$ cat src/rtl/regbank_dump_ctrl.sv
// Streams a register bank out over a byte-wide valid/ready link.
// Registers go out in ascending address order, least-significant byte first.
module regbank_dump_ctrl #(
  parameter int NB_DATA     = 32,
  parameter int NB_ADDRESS  = 5,
  parameter int N_REGISTERS = 32
) (
  input  logic                  i_clk,
  input  logic                  i_reset,
  input  logic                  i_start,
  input  logic                  i_abort,
  output logic [NB_ADDRESS-1:0] o_rd_addr,
  input  logic [NB_DATA-1:0]    i_rd_data,
  output logic [7:0]            o_tx_data,
  output logic                  o_tx_valid,
  input  logic                  i_tx_ready,
  output logic                  o_busy,
  output logic                  o_done
);

  localparam int N_BYTES = NB_DATA / 8;
  localparam int CNT_W   = (N_BYTES > 1) ? $clog2(N_BYTES) : 1;
  localparam logic [CNT_W-1:0]      LAST_BYTE = CNT_W'(N_BYTES - 1);
  localparam logic [NB_ADDRESS-1:0] LAST_ADDR = NB_ADDRESS'(N_REGISTERS - 1);

  typedef enum logic [1:0] {
    IDLE = 2'd0,
    LOAD = 2'd1,
    SEND = 2'd2,
    DONE = 2'd3
  } state_t;

  state_t                state_q, state_d;
  logic [NB_ADDRESS-1:0] addr_q, addr_d;
  logic [NB_DATA-1:0]    shift_q, shift_d;
  logic [CNT_W-1:0]      byte_cnt_q, byte_cnt_d;
  logic [7:0]            tx_data_q, tx_data_d;
  logic                  tx_valid_q, tx_valid_d;
  logic                  busy_q, busy_d;
  logic                  done_q, done_d;

  // Next-state logic; outputs are derived from the next state so they leave as flops.
  always_comb begin
    state_d    = state_q;
    addr_d     = addr_q;
    shift_d    = shift_q;
    byte_cnt_d = byte_cnt_q;
    case (state_q)
      IDLE: begin
        if (i_start) begin
          state_d = LOAD;
          addr_d  = '0;
        end else begin
          state_d = IDLE;
        end
      end
      LOAD: begin
        if (i_abort) begin
          state_d = IDLE;
        end else begin
          shift_d    = i_rd_data;
          byte_cnt_d = '0;
          state_d    = SEND;
        end
      end
      SEND: begin
        // Abort beats a same-cycle handshake: the in-flight byte is dropped.
        if (i_abort) begin
          state_d = IDLE;
        end else if (i_tx_ready) begin
          if (byte_cnt_q != LAST_BYTE) begin
            shift_d    = shift_q >> 4'd8;
            byte_cnt_d = byte_cnt_q + 1'b1;
          end else if (addr_q != LAST_ADDR) begin
            addr_d  = addr_q + 1'b1;
            state_d = LOAD;
          end else begin
            state_d = DONE;
          end
        end else begin
          state_d = SEND;
        end
      end
      DONE: begin
        state_d = IDLE;
      end
      default: begin
        state_d = IDLE;
      end
    endcase

    tx_valid_d = (state_d == SEND);
    tx_data_d  = tx_valid_d ? shift_d[7:0] : 8'h00;
    busy_d     = (state_d != IDLE);
    done_d     = (state_d == DONE);
  end

  // State and registered outputs, cleared asynchronously by i_reset.
  always_ff @(posedge i_clk or posedge i_reset) begin
    if (i_reset) begin
      state_q    <= IDLE;
      addr_q     <= '0;
      shift_q    <= '0;
      byte_cnt_q <= '0;
      tx_data_q  <= 8'h00;
      tx_valid_q <= 1'b0;
      busy_q     <= 1'b0;
      done_q     <= 1'b0;
    end else begin
      state_q    <= state_d;
      addr_q     <= addr_d;
      shift_q    <= shift_d;
      byte_cnt_q <= byte_cnt_d;
      tx_data_q  <= tx_data_d;
      tx_valid_q <= tx_valid_d;
      busy_q     <= busy_d;
      done_q     <= done_d;
    end
  end

  assign o_rd_addr  = addr_q;
  assign o_tx_data  = tx_data_q;
  assign o_tx_valid = tx_valid_q;
  assign o_busy     = busy_q;
  assign o_done     = done_q;

endmodule

$ cat config.mk
export PLATFORM = sky130hd
export DESIGN_NAME = regbank_dump_ctrl
export DESIGN_NICKNAME = d
export VERILOG_FILES = /design/src/rtl/regbank_dump_ctrl.sv
export SDC_FILE = /design/constraint.sdc
export NUM_CORES = 1
export LEC_CHECK = 0
export BUFFER_PORTS_ARGS = -buffer_cell sky130_fd_sc_hd__clkbuf_2
export CAP_MARGIN = 20
export CORE_MARGIN = 1.5
export CORE_UTILIZATION = 48
export DETAILED_ROUTE_END_ITERATION = 6
export GPL_ROUTABILITY_DRIVEN = 0
export GPL_TIMING_DRIVEN = 0
export PLACE_DENSITY_LB_ADDON = 0.05
export SLEW_MARGIN = 10
export SYNTH_ARGS = -nofsm -noshare
export SYNTH_HDL_FRONTEND = slang
export SYNTH_SLANG_ARGS = --single-unit
export TNS_END_PERCENT = 20
$ cat constraint.sdc
create_clock -name i_clk -period 1.85 [get_ports i_clk]
set_input_delay 0.2775 -clock i_clk [delete_from_list [all_inputs] [get_ports i_clk]]
set_output_delay 0.2775 -clock i_clk [all_outputs]
set_load 0.01 [all_outputs]
-- Word-level counts from Yosys, hierarchy flattened
Cells that the tools add are included.
- flip-flop bits (word level): 52
- input port bits: 37
- output and inout port bits: 16
- logic and storage cells: 55
- $add $sub $neg: 2
- eq/ne operators: 14
- multiplexer cells: 24
- reductions and logical operators: 6
- operators with widths (kind ; count):
    $mux W32 ; 4
    $pmux W32 S2 ; 1
    $mux W5 ; 5
    $mux W2 ; 9
    $ne A2 B2 Y1 const B ; 8
    $pmux W5 S2 ; 1
    $eq A2 B2 Y1 const B ; 4
    $mux W8 ; 1
    $pmux W2 S4 ; 1
    $reduce_and A6 Y1 ; 1
    $reduce_bool A2 Y1 ; 3
    $add A5 B1 Y5 const B ; 1
    $ne A5 B5 Y1 const B ; 1
    $reduce_and A5 Y1 ; 1
    $pmux W2 S2 ; 1
    $add A2 B1 Y2 const B ; 1
    $eq A2 B1 Y1 const B ; 1
    $logic_not A2 Y1 ; 1
    $mux W1 ; 1

-- Logic depth before layout (Yosys ltp)
- depth after elaboration: 8
- depth in mapped cells: 8
- mapped depth without buffers: 7

-- Least setup slack after synthesis
No wires, ideal clock.
- path kind: register to register
- from: reg addr_q[0] (netlist: o_rd_addr[0])
- to: reg addr_q[3] (netlist: o_rd_addr[3])
- library setup time: 0.101 ns
- arrival time: 1.926 ns
- data required time: 1.749 ns
- path slack: -0.177 ns
- stages on the path, launching flop included: 9
- path buffers: 1
- period minus slack after synthesis: 2.027 ns
- cells stage by stage: dfrtp_1 -> ha_1 -> and3_1 -> ha_1 -> nor4bb_1 -> buf_2 -> nand4_1 -> mux2i_1 -> nor4_1
- longest elaborated chain between the ends: 6
- elaborated cells between the ends (all ways): 9
- classes of those cells: 1 x add/sub; 2 x eq/ne; 5 x mux; 1 x reduce/logical
- RTL lines (what ; RTL line ; RTL):
    start, declared ; 34 ; logic [NB_ADDRESS-1:0] addr_q, addr_d;
    start signal, assigned ; 111 ; addr_q <= addr_d;
    $add A5 B1 Y5 ; 75 ; addr_d = addr_q + 1'b1;
    $mux W5 ; 74 ; end else if (addr_q != LAST_ADDR) begin
    $mux W5 ; 71 ; if (byte_cnt_q != LAST_BYTE) begin
    $mux W5 ; 70 ; end else if (i_tx_ready) begin
    $mux W5 ; 68 ; if (i_abort) begin
    $pmux W5 S2 ; 48 ; case (state_q)
Several ways; a longest one is shown, not always the timed one. The select of a mux whose other input is x is not followed.
A chain may end at the register's enable or synchronous reset.

-- Final worst setup path
- from: reg addr_q[1] (netlist: o_rd_addr[1])
- to: reg addr_q[4] (netlist: o_rd_addr[4])
The elaborated chain is that of the path after synthesis.

==> out/metrics.cfg <==
[routing]
drtPass1Iterations=6
vias=1943
postRouteAntennaNets=0
initialDrtViolationCount=124
via_per_inst=5.25
wire_per_inst_microns=14.0
wirelength_microns=5180
drc=0

[clock_tree]
clk_pin_slew_ns=0.10
htreeDepth=2
cts_tree=built
cts.sinks=52
clock_latency_ns=0.31
root_buffer=clkbuf_8
cts_made_buffers=5
clock_path_buffers=2

[global_route]
grt_pass1_vias=1895
grt_first_pass_wirelength_microns=8920
grt_overflow=0
grtUsageTotal_pct=21.8
antenna_found_initial=0
grt_max_degree=35

[power]
pwr-share-seq_pct=53.9
power.switching_uw=610
power_density_mw_per_mm2=814
leakage_uw=0.00146
peakVddDrop_mv=0.398
pwr-share-comb_pct=12.7
p_clk_share_pct=33.4
finalPower_uw=2430
internal_power_uw=1820
switching_share_pct=25.1

[place]
post-place-ws_ns=-0.197
hpwl_microns=3650
dp.cells=355
dpl_cell_area_sq_mm=0.00275
io_buffer_count=52

[cells_and_area]
layout-drive-gt1-share_pct=31.0
layout_commonest_cell=clkbuf_2
post-route-cell-area_sq_mm=0.00299
n_fill_cell=392
most-common-layout-cells=clkbuf_2, dfrtp_1, nor2_1, inv_1, a21oi_1
num_antenna_cells=0
nNetsFinal=345
fin_cells=370
syn2layout_area_growth_pct=26.6

[setup_path]
critical_path.cell_chain=ha_4 -> and3_4 -> ha_4 -> nor4bb_4 -> buf_4 -> buf_4 -> and3_1 -> o21ai_1 -> o311ai_1
crit_required_ns=2.04
crit_family=simple AND/OR/NAND/NOR gates
crit_type=flip-flop to flip-flop
critical_path_buf_inv_count=2
crit_path_end_kind=flip-flop
cp_slowest_stage_delay_ns=0.42
worstSetupStartpointType=flip-flop
reg2reg_setup_slack_ns=-0.06
slowest_stage=dfrtp_1
critPathMaxFanout=4
worstPathArrival_ns=2.10

[outcome]
failed_checks=setup timing
status=finished with violations

[die]
ioPinCount=53
start_util_pct=50.0
num_rows=25
die-area_sq_mm=0.00535
core_area_sq_mm=0.00472
die_h_microns=73.1
die_x_microns=73.1

[yosys]
synth-warning-count=0
synth_fp_nets=278
synth-seq-cells=52
synthCells=235
syn_area_sq_mm=0.00236
ys_seq_area_share_pct=55.1
syn_avg_cell_area_sq_um=10.0
synth.distinct_cells=30

[timing]
hold_violations=0
worst_slack_ns=-0.0628
timing.fmax_mhz=523
worst_pin_slew_ns=0.436
slew-limit-headroom_pct=70.9
setup_viol=3
fin_crit_sh_pct=103
drv_slew=0
rsz0062_at_grt=yes
finClkSkew_ns=0.0108
finalCriticalPeriod_ns=1.91
tns_ns=-0.103

[job]
maxCapViolCount=0

[worst_hold_path]
worstHoldPathType=primary input to flip-flop

worst register-to-register path, delay by kind of cell, from the launching register on:
kind / cells / cell delay, ns
AOI/OAI and AO/OA: 2 / 0.17
adders and majority gates: 2 / 0.33
buffers and inverters: 2 / 0.28
DFF: 1 / 0.42
and+or+nand+nor: 3 / 0.60
registers in the layout, summed over array words and instances (netlist names):
signal,cells
o_rd_addr,5
o_busy,1
shift_q,32
o_done,1
state_q,2
o_tx_valid,1
byte_cnt_q,2
o_tx_data,8
per-stage QoR:
stage / hold WS [ns] / utilization (%)
6_report: 0.183 / 63.3
5_1_grt: 0.190 / 63.3
3_5_place_dp: 0.286 / 58.1
2_1_floorplan: 0.415 / -
3_3_place_gp: 0.484 / 57.7
4_1_cts: 0.185 / 62.9
path summary, 6_finish.rpt:
| path | to | from | cells past startpoint |
|---|---|---|---|
| setup reg to reg | o_rd_addr[4] | o_rd_addr[1] | 9 |
| hold reg to reg | shift_q[7] | shift_q[7] | 2 |
| hold / removal | shift_q[24] | i_rd_data[24] | 3 |
| max in group asynchronous | shift_q[14] | i_reset | 4 |
| setup / recovery | o_rd_addr[4] | o_rd_addr[1] | 9 |
| min in group asynchronous | o_tx_data[3] | i_reset | 3 |
routing by layer:
metal	GRT usage (%)	routed length, microns	share of wire, %	up-vias
met4	5.66	40	0.77	0
met3	4.83	281	5.4	6
met2	34.2	2370	46	58
met1	30.6	2490	48	914
li1	-	-	-	965
met5	0	0	0	-
cell type report:
class / count / area [sq um] / area share, %
Timing Repair Buffer: 61 / 347 / 11.6
Multi-Input combinational cell: 146 / 952 / 31.9
Clock inverter: 2 / 38.8 / 1.30
Sequential cell: 52 / 1300 / 43.6
Tap cell: 67 / 83.8 / 2.81
Inverter: 22 / 82.6 / 2.76
Buffer: 14 / 98.8 / 3.31
Clock buffer: 6 / 82.6 / 2.76
Yosys cell counts (all sizes together):
library cell | instances | area share [%]
a22oi | 17 | 5.4
o21ai | 17 | 3.6
ha | 6 | 3.2
and3 | 6 | 1.6
o311ai | 2 | 0.74
a311oi | 1 | 0.64
nor3b | 1 | 0.53
nand3b | 1 | 0.32
or2 | 1 | 0.27
a222oi | 8 | 3.4
nor2b | 4 | 1.1
nand3 | 10 | 2.1
clkbuf | 8 | 1.3
a21oi | 18 | 3.8
o21bai | 2 | 0.64
buf | 7 | 2.0
mux2i | 4 | 1.7
nor4bb | 1 | 0.42
or2b | 1 | 0.32
dfrtp | 52 | 55
nand4 | 2 | 0.53
inv | 22 | 3.5
nand2b | 3 | 0.80
nand2 | 7 | 1.1
nor3 | 1 | 0.21
o2111ai | 1 | 0.37
nor4 | 2 | 0.53
nor2 | 30 | 4.8
what timing repair did:
item | in CTS | in global routing
resized for setup | 18 | 16
hold buffers | 1 | 0
endpoints found under the setup margin | 39 | 47
gates cloned | 1 | 0
pin swaps | 8 | 8
hold endpoints to repair | 18 | 0
setup buffers | 6 | 0
power groups by stage:
stage	Combinational [uW]	Sequential [uW]	Clock, uW
finish	309	1310	812
global route	356	1320	878
CTS	305	1310	832
detailed placement	295	1330	0
global placement	282	1330	0
floorplan	194	1310	0
kinds of logic (layout without fill, tap and decap cells):
| logic type | after synthesis | after routing | share of synthesized area, % |
|---|---|---|---|
| fa+ha+maj | 6 | 6 | 3.18 |
| flops | 52 | 52 | 55.1 |
| compound gates | 66 | 66 | 18.6 |
| simple gates | 70 | 70 | 14.6 |
| mux | 4 | 4 | 1.70 |
| buf+inv | 37 | 105 | 6.79 |
Note: power is estimated with default switching activity, not from simulation.
